### src/rtl/fpu_op_sequencer.sv
// Request-side sequencer in front of the FP multiply/add unit: latches one op,
// strobes the unit, waits for its result (or times out) and hands back a response.
module fpu_op_sequencer #(
  parameter int SETTLE_CYCLES  = 1,
  parameter int TIMEOUT_CYCLES = 64
) (
  input  logic        clk_i,
  input  logic        rst_i,
  input  logic        req_valid_i,
  output logic        req_ready_o,
  input  logic [31:0] req_x_i,
  input  logic [31:0] req_y_i,
  input  logic [6:0]  req_rounding_mode_i,
  output logic [31:0] x_o,
  output logic [31:0] y_o,
  output logic [6:0]  rounding_mode_o,
  output logic        data_ready_o,
  input  logic        data_valid_i,
  input  logic [31:0] z_i,
  input  logic        except_invalid_operation_i,
  input  logic        except_overflow_i,
  output logic        resp_valid_o,
  input  logic        resp_ready_i,
  output logic [31:0] resp_z_o,
  output logic        resp_invalid_o,
  output logic        resp_overflow_o,
  output logic        resp_timeout_o,
  output logic        sticky_invalid_o,
  output logic        sticky_overflow_o,
  input  logic        sticky_clear_i,
  output logic        busy_o
);

  // state | meaning
  // IDLE  | ready for a request, operands hold the last op
  // SETUP | operands settling on x_o/y_o for SETTLE_CYCLES cycles
  // START | one-cycle start strobe to the unit
  // WAIT  | waiting for unit data-valid, bounded by TIMEOUT_CYCLES
  // RESP  | response presented until the consumer accepts it
  typedef enum logic [2:0] {IDLE, SETUP, START, WAIT, RESP} state_t;

  localparam int TW = $clog2(TIMEOUT_CYCLES + 1);
  localparam logic [3:0]    SETTLE_LAST = 4'(SETTLE_CYCLES - 1);
  localparam logic [3:0]    SETTLE_MAX  = 4'hf;
  localparam logic [TW-1:0] WAIT_LAST   = TW'(TIMEOUT_CYCLES - 1);
  localparam logic [TW-1:0] WAIT_MAX    = {TW{1'b1}};
  localparam logic [TW-1:0] WAIT_ZERO   = '0;

  state_t        state, state_next;
  logic          ready_en;
  logic [3:0]    settle_cnt;
  logic [TW-1:0] wait_cnt;
  logic          accept, capture, timeout_hit;

  always_ff @(posedge clk_i or negedge rst_i) begin
    if (!rst_i) state <= IDLE;
    else        state <= state_next;
  end

  always_comb begin
    state_next  = state;
    accept      = 1'b0;
    capture     = 1'b0;
    timeout_hit = 1'b0;
    case (state)
      IDLE: begin
        if (req_valid_i && ready_en) begin
          accept     = 1'b1;
          state_next = SETUP;
        end
      end
      SETUP: if (settle_cnt == SETTLE_LAST) state_next = START;
      START: state_next = WAIT;
      WAIT: begin
        // the unit may still show the previous op's valid in the first WAIT cycle
        if (data_valid_i && (wait_cnt != WAIT_ZERO)) begin
          capture    = 1'b1;
          state_next = RESP;
        end else if (wait_cnt == WAIT_LAST) begin
          timeout_hit = 1'b1;
          state_next  = RESP;
        end
      end
      RESP: if (resp_ready_i) state_next = IDLE;
      default: state_next = IDLE;
    endcase
  end

  always_ff @(posedge clk_i or negedge rst_i) begin
    if (!rst_i) begin
      ready_en          <= 1'b0;
      settle_cnt        <= '0;
      wait_cnt          <= '0;
      x_o               <= '0;
      y_o               <= '0;
      rounding_mode_o   <= '0;
      resp_z_o          <= '0;
      resp_invalid_o    <= 1'b0;
      resp_overflow_o   <= 1'b0;
      resp_timeout_o    <= 1'b0;
      sticky_invalid_o  <= 1'b0;
      sticky_overflow_o <= 1'b0;
    end else begin
      ready_en <= 1'b1;
      if (accept) begin
        x_o             <= req_x_i;
        y_o             <= req_y_i;
        rounding_mode_o <= req_rounding_mode_i;
        settle_cnt      <= '0;
      end else if (state == SETUP && settle_cnt != SETTLE_MAX) begin
        settle_cnt <= settle_cnt + 4'd1;
      end
      if (state == START) begin
        wait_cnt <= '0;
      end else if (state == WAIT && wait_cnt != WAIT_MAX) begin
        wait_cnt <= wait_cnt + TW'(1);
      end
      if (capture) begin
        resp_z_o        <= z_i;
        resp_invalid_o  <= except_invalid_operation_i;
        resp_overflow_o <= except_overflow_i;
        resp_timeout_o  <= 1'b0;
      end else if (timeout_hit) begin
        resp_z_o        <= 32'h7fff_ffff;
        resp_invalid_o  <= 1'b0;
        resp_overflow_o <= 1'b0;
        resp_timeout_o  <= 1'b1;
      end
      // a flag being set wins over a simultaneous clear
      sticky_invalid_o  <= (sticky_invalid_o & ~sticky_clear_i)
                         | (capture & except_invalid_operation_i);
      sticky_overflow_o <= (sticky_overflow_o & ~sticky_clear_i)
                         | (capture & except_overflow_i);
    end
  end

  assign req_ready_o  = ready_en && (state == IDLE);
  assign data_ready_o = (state == START);
  assign resp_valid_o = (state == RESP);
  assign busy_o       = (state != IDLE);

endmodule

### config.mk
export PLATFORM = sky130hd
export DESIGN_NAME = fpu_op_sequencer
export DESIGN_NICKNAME = d
export VERILOG_FILES = /design/src/rtl/fpu_op_sequencer.sv
export SDC_FILE = /design/constraint.sdc
export NUM_CORES = 1
export LEC_CHECK = 0
export BUFFER_PORTS_ARGS = -buffer_cell sky130_fd_sc_hd__buf_2
export CAP_MARGIN = 20
export CELL_PAD_IN_SITES_DETAIL_PLACEMENT = 1
export CELL_PAD_IN_SITES_GLOBAL_PLACEMENT = 1
export CORE_ASPECT_RATIO = 0.8
export CORE_UTILIZATION = 36
export CTS_BUF_LIST = sky130_fd_sc_hd__clkbuf_16
export DETAILED_ROUTE_END_ITERATION = 8
export GPL_ROUTABILITY_DRIVEN = 0
export GPL_TIMING_DRIVEN = 0
export MAX_ROUTING_LAYER = met4
export PLACE_DENSITY_LB_ADDON = 0.1
export SLEW_MARGIN = 20
export SYNTH_ARGS = -nofsm -noshare
export SYNTH_HDL_FRONTEND = slang
export SYNTH_SLANG_ARGS = --single-unit
### constraint.sdc
create_clock -name clk_i -period 2.8 [get_ports clk_i]
set_clock_uncertainty 0.15 [all_clocks]
set_input_delay 0.7 -clock clk_i [delete_from_list [all_inputs] [get_ports clk_i]]
set_output_delay 0.7 -clock clk_i [all_outputs]
set_load 0.02 [all_outputs]
==> results.md, run 1 <==
- Status: complete, no violations
- CTS Sinks: 123
- CP startpoint kind: register
- Residual DRC count: 0
- Worst-Margin Slew: 0.505 ns
- Post-route setup slack: 0.243 ns
- Ratio of cells with drive above 1 in the final layout: 57.9%
- Initial antenna violation count: 0
- Max clock buf depth: 2
- RSZ-0062 raised after global routing: no
- Max-cap violations: 0
- Port-buffer cells: between 200 and 250
- Fmax achieved: 391 MHz
- Synth Cell Area: 4870 µm²
- Critical Path Max Stage Delay: around 0.5 ns
- Simple-gate portion of the synthesized area: 4.34%
- Via density: just under 5
- Final TNS setup: 0 ns
- Final Cycle Share: 91.3%
- Total Routed Length: 12.7 mm
- Total number of vias: between 3000 and 4000
- Setup violations, final: 0
- Syn-to-layout area delta: 39.7%
- Clock Latency Late Sink: 0.41 ns
- Reg-to-Reg Start: wait_cnt[0]$_DFFE_PN0P_
- Core Area: around 13000 µm²
- Avg Inst Size Synth: between 10 and 15 µm²
- Critical path peak fanout: 8
- Post-Synth XOR/XNOR Area: 0.180%
- I/O pin count: 223
- Filler cells: 1408
- TritonCTS clock tree: built
- Pwr/cell area: about 1200 nW/µm²
- Post-DRT Antenna Nets: 0
- Compound-cell area share of the yosys netlist: 9.97%
- Pin count of the biggest net entering global routing: 80
- Pre-antenna DRT Iters: 4
- Row cnt: 37
- CTS Buf Count: 17
- Hold Violations, Final: 0
- CTS root buffer: clkbuf_16
- R2r setup slk: 0.55 ns
- Wirelength per Cell: 16.8 µm
- Synthesis-stage register bit count: 123
- Crit path cell chain: clkbuf_1, nor3b_2, buf_2
- Cells after synthesis: between 300 and 400
- Die Ht: 106 µm
- Post-synthesis sequential area ratio: 63.2%
- VDD IR max: 0.000681 V
- Pre-CTS WS: 0.309 ns
- Worst min path class: primary input to async pin
- Synth cell types: 39
- WP data arrival: between 1.5 and 2 ns
- Die W: 132 µm
- Synth Area in Adders: 1.03%
- Mux cell area share after synthesis: 17.0%
- Mapped Nets: 444
- Global-route wire length before repair: 20.7 mm
- Detailed placer's ending HPWL: 9.51 mm
- Die area: 14000 µm²
- Antenna Cells: 0
- GRT Total Usage: 19.9%
- Post-route insts no fill: 757
- Slew headroom: 66.2%
- Slew Viols, Final: 0
- Main combinational cell family by area after synthesis: multiplexers
- Post CTS Setup Buffer Count: 0
- Gr ovfl total: 0
- Worst Reg2Reg Path Length in Cells: 7
- H-tree Lvls: 4
- Drt first-iter violations: 131
- Period minus WS final: 2.56 ns
- Crit path capture type: primary output
- Initial Util: 37.4%
- Worst-path clk slew: 0.05 ns
- Critical path type: register to primary output
- Placed cell count: 727
- Leakage power: 3.28 nW
- Critical Path RT: 1.95 ns
- Synth warn: 0
- Layout net count: 686
- Slowest cell on crit path: nor3b_2
- RR Endpoint: resp_z_o[24]$_DFFE_PN0P_
- Vias in the first global route: 3890
synth_stat cells:
master	count	area share [%]
and3b_1	1	0.18
nor3b_1	1	0.15
nand2_1	6	0.46
a21bo_2	1	0.21
nand3_1	7	0.72
o22a_1	31	5.6
o21ai_1	1	0.10
dfrtp_1	123	63
a311o_1	1	0.21
o311ai_0	1	0.18
inv_1	10	0.77
mux2_2	71	16
nor2_1	12	0.93
nand2b_1	1	0.13
or2b_4	1	0.23
nand3b_1	1	0.15
clkbuf_1	2	0.15
a21o_1	1	0.15
or4b_4	1	0.28
o21ai_0	5	0.51
buf_4	2	0.31
a211oi_1	2	0.31
a22o_1	5	0.90
nor2b_1	1	0.13
a21oi_2	1	0.18
or3_1	4	0.51
nor3_1	3	0.31
buf_8	3	0.93
buf_6	8	1.9
ha_1	4	1.0
mux2i_1	3	0.62
o2111a_1	1	0.23
xnor2_1	1	0.18
conb_1	1	0.077
a21oi_1	7	0.72
a31oi_1	2	0.26
o31ai_4	1	0.44
or4_1	1	0.15
buf_2	1	0.10
power breakdown:
part | internal, mW | total (mW) | switching, mW
clock network | 1.36 | 2.11 | 0.748
logic | 1.41 | 3.35 | 1.94
registers | 2.59 | 3.03 | 0.435
total | 5.37 | 8.49 | 3.12
timing repair:
item / CTS / global route
hold buffers: 0 / 0
endpoints found under the setup margin: 1 / 0
resized for setup: 1 / 0
per-stage QoR:
step                hold slack, ns  cell area [µm²]  power (mW)  util, %
detailed placement           0.326             6230        6.45     47.9
CTS                         0.0726             6800        8.63     52.3
global placement             0.318             6200        6.31     47.6
floorplan                    0.254             4870        5.18        -
global route                0.0854             6800        9.00     52.3
finish                      0.0639             6800        8.49     52.3
layer usage:
| layer | up-vias | global-route usage (%) | routed length [µm] |
|---|---|---|---|
| met4 | 0 | 7.97 | 249 |
| met5 | - | - | 0 |
| li1 | 1674 | - | - |
| met1 | 1804 | 23.9 | 5490 |
| met3 | 24 | 5.53 | 682 |
| met2 | 134 | 31.9 | 6290 |
area by class of cell:
type                    instances  area, µm²  share of cell area [%]
flip-flops and latches        123       3080                    45.3
multi-input cells             180       1590                    23.4
repair buffers                223       1140                    16.8
clock buffers                  17        425                    6.26
well taps                     175        219                    3.22
plain buffers                  16        163                    2.39
clock inverters                13        136                    2.01
inverters                      10       37.5                   0.552
sequential cells by signal (all words and copies together), names as in the netlist:
name / count
resp_z_o: 32
sticky_overflow_o: 1
wait_cnt: 7
resp_timeout_o: 1
resp_invalid_o: 1
ready_en: 1
x_o: 32
settle_cnt: 4
resp_overflow_o: 1
rounding_mode_o: 7
state: 3
y_o: 32
sticky_invalid_o: 1
kinds of logic after synthesis:
family	Yosys count
AO/OA/AOI/OAI	60
AND/OR/NAND/NOR	40
multiplexers	74
XOR/XNOR	1
flip-flops	123
buffers and inverters	26
adder cells (fa/ha/maj)	4
other	1
worst max-delay path, delay by kind of cell, from the launching register on:
family	cells	cell delay [ns]
buffers and inverters	2	0.45
flip-flops	1	0.36
AND/OR/NAND/NOR	1	0.50
cell usage in the layout, fill, tap and decap left out, types with 2 or more instances in the layout:
| cell | count |
|---|---|
| a211oi_1 | 2 |
| dfrtp_1 | 123 |
| buf_8 | 3 |
| nand2_1 | 6 |
| nor3_1 | 3 |
| bufinv_16 | 3 |
| o21ai_0 | 5 |
| mux2_2 | 71 |
| clkinv_1 | 5 |
| o22a_1 | 31 |
| buf_4 | 2 |
| or3_1 | 4 |
| buf_2 | 222 |
| buf_6 | 9 |
| a21oi_1 | 7 |
| clkbuf_1 | 2 |
| nand3_1 | 7 |
| a31oi_1 | 2 |
| nor2_1 | 12 |
| ha_1 | 4 |
| mux2i_1 | 3 |
| inv_1 | 12 |
| clkinvlp_4 | 2 |
| a22o_1 | 5 |
| clkbuf_16 | 17 |
worst max-delay path by stage:
| stage | startpoint | end | slack (ns) |
|---|---|---|---|
| floorplan | state[0]$_DFFE_PN0P_ | data_ready_o | 0.59 |
| global placement | rst_i | x_o[26]$_DFFE_PN0P_ | -0.75 |
| detailed placement | state[0]$_DFFE_PN0P_ | data_ready_o | 0.31 |
| CTS | state[0]$_DFFE_PN0P_ | data_ready_o | 0.18 |
| global route | state[0]$_DFFE_PN0P_ | data_ready_o | 0.13 |
| finish | state[0]$_DFFE_PN0P_ | data_ready_o | 0.24 |
No activity file was read; power rests on OpenSTA's default activity.
==> run 2: changes to the inputs <==
CORE_ASPECT_RATIO = 0.6   (was 0.8)
CTS_BUF_LIST = not set   (was sky130_fd_sc_hd__clkbuf_16)
==> run 2 against run 1 <==
The run now ends with design-rule violations left. Die area hardly changed. Global-route usage hardly changed. Setup slack worse by 0.020 ns. Combinational power hardly changed. Final cell count is 0.40% lower. Non-clock buffer count stayed put. Critical endpoint is now req_ready_o.
==> results.md, run 2 (synthesis gave the netlist of run 1 again) <==
- Status: complete, but fails checks
- Failing checks: design-rule violations
- Layout net count: 686 (unchanged)
- Pin count of the biggest net entering global routing: 67 (-16%)
- Detailed placer's ending HPWL: 9.40 mm (-1.1%)
- Port-buffer cells: 222 (unchanged)
- Row cnt: 32 (-14%)
- Residual DRC count: 34 (+34)
- Slowest cell on crit path: or3_1
- Critical path peak fanout: 8 (unchanged)
- Total power: 8.75 mW (+3.1%)
- Filler cells: 1385 (-1.6%)
- Post-route setup slack: 0.223 ns (-0.0196 ns)
- Max clock buf depth: 2 (unchanged)
- Total Routed Length: 12.7 mm (-0.30%)
- Commonest non-fill, non-tap cell in the layout: buf_2
- Final Cycle Share: 92.0% (+0.70 points)
- Period minus WS final: 2.58 ns (+0.0196 ns)
- Cts hold-fix bufs: 0 (unchanged)
- CTS Buf Count: 17 (unchanged)
- Total number of vias: 3640 (+0.11%)
- Crit path cell chain: clkbuf_1, or3_1, nor2_1, buf_2
- GRT Total Usage: 20.0% (about the same)
- Initial Util: 37.4% (about the same)
- Slew Viols, Final: 0 (unchanged)
- Critical Path Max Stage Delay: 0.47 ns (-0.03 ns)
- Crit path capture type: primary output
- Setup violations, final: 0 (unchanged)
- VDD IR max: 0.000564 V (-17%)
- Critical Path Source: state[0]$_DFFE_PN0P_
- RR Endpoint: y_o[4]$_DFFE_PN0P_
- Worst min path class: primary input to async pin
- Worst Setup EP: req_ready_o
- Vias in the first global route: 3925 (+0.90%)
- Post-DRT Antenna Nets: 0 (unchanged)
- Critical path type: register to primary output
- Wirelength per Cell: 16.8 µm (about the same)
- Fmax achieved: 388 MHz (-0.76%)
- H-tree Lvls: 4 (unchanged)
- Hold Violations, Final: 0 (unchanged)
- TritonCTS clock tree: built
- Ratio of cells with drive above 1 in the final layout: 59.2% (+1.3 points)
- I/O pin count: 223 (unchanged)
- Leakage power: 3.31 nW (+0.72%)
- Worst Reg2Reg Path Length in Cells: 6 (-1)
- Die area: 14000 µm² (about the same)
- Commonest non-fill, non-tap cells in the layout: buf_2, dfrtp_1, mux2_2
- WP data arrival: 1.73 ns (+0.02 ns)
- Core Area: 13000 µm² (about the same)
- Initial antenna violation count: 0 (unchanged)
- Pre-antenna DRT Iters: 7 (+3)
- RSZ-0062 raised after global routing: no
- Via density: 4.83 (+0.51%)
- Critical Path RT: 1.95 ns (about the same)
- Gr ovfl total: 0 (unchanged)
- Antenna Cells: 0 (unchanged)
- Slew headroom: 62.9% (-3.3 points)
- Worst hold margin: 0.0967 ns (+0.0328 ns)
- Pre-CTS WS: 0.358 ns (+0.0492 ns)
- Biggest regs: resp_z_o x32, x_o x32, y_o x32
- CTS root buffer: clkbuf_16
- Clock Latency Late Sink: 0.40 ns (about the same)
- Drt first-iter violations: 172 (+31%)
- Syn-to-layout area delta: 41.2%
- Worst-path clk slew: 0.06 ns (about the same)
- CTS Sinks: 123 (unchanged)
- Worst-Margin Slew: 0.556 ns (+0.0511 ns)
- Global-route wire length before repair: 21.0 mm (+1.3%)
- Die Ht: 92.1 µm (-13%)
- Reg-to-Reg Start: state[0]$_DFFE_PN0P_
- Pwr/cell area: 1270 nW/µm² (+2.0%)
- R2r setup slk: 0.50 ns (-0.05 ns)
- Max-cap violations: 0 (unchanged)
- CP startpoint kind: register
- Die W: 152 µm (+15%)
run 2: worst min-delay path by stage:
stage | from | to | slack, ns | cells after the start
after global routing | rst_i | wait_cnt[1]$_DFFE_PN0P_ | 0.13 | 1
after detailed placement | resp_z_o[22]$_DFFE_PN0P_ | resp_z_o[22]$_DFFE_PN0P_ | 0.32 | 1
after global placement | resp_z_o[26]$_DFFE_PN0P_ | resp_z_o[26]$_DFFE_PN0P_ | 0.32 | 1
after floorplan | rst_i | ready_en$_DFF_PN0_ | 0.25 | 0
final | rst_i | wait_cnt[1]$_DFFE_PN0P_ | 0.1 | 1
after CTS | rst_i | wait_cnt[1]$_DFFE_PN0P_ | 0.12 | 1
run 2: repair_timing:
item	4_1_cts	5_1_grt
buffers inserted	0	0
resized for setup	1	0
endpoints found under the setup margin	1	0
run 2: routing by layer:
layer,up-vias,global-route usage [%],share of wire (%)
li1,1686,-,-
met1,1811,25.6,45
met2,135,30.1,47
met3,8,7.33,7.2
met4,0,4.59,0.90
met5,-,-,0
run 2: worst max-delay path: cells and delay by family (launching register included):
family / cells / cell delay [ns]
buffers and inverters: 2 / 0.38
DFF: 1 / 0.36
and+or+nand+nor: 2 / 0.58
run 2: area by class of cell:
class	count	area [µm²]	area share, %
flip-flops and latches	123	3080	44.8
clock inverters	13	189	2.75
multi-input cells	180	1590	23.2
clock buffers	19	453	6.59
well taps	170	213	3.10
inverters	10	37.5	0.546
repair buffers	223	1140	16.7
plain buffers	16	163	2.37
run 2: power breakdown:
group          leakage, nW  total (mW)  switching, mW  internal (mW)
clock network        0.298        2.36          0.822           1.54
registers             1.45        3.03          0.437           2.59
logic                 1.56        3.36           1.95           1.41
total                 3.31        8.75           3.20           5.55
run 2: stage by stage:
step	instance area (µm²)	setup TNS [ns]	instances	util, %
floorplan	4870	0	329	-
global placement	6190	-92.82	721	47.6
detailed placement	6220	0	722	47.8
CTS	6870	0	754	52.8
global route	6870	0	754	52.8
finish	6870	0	754	52.8
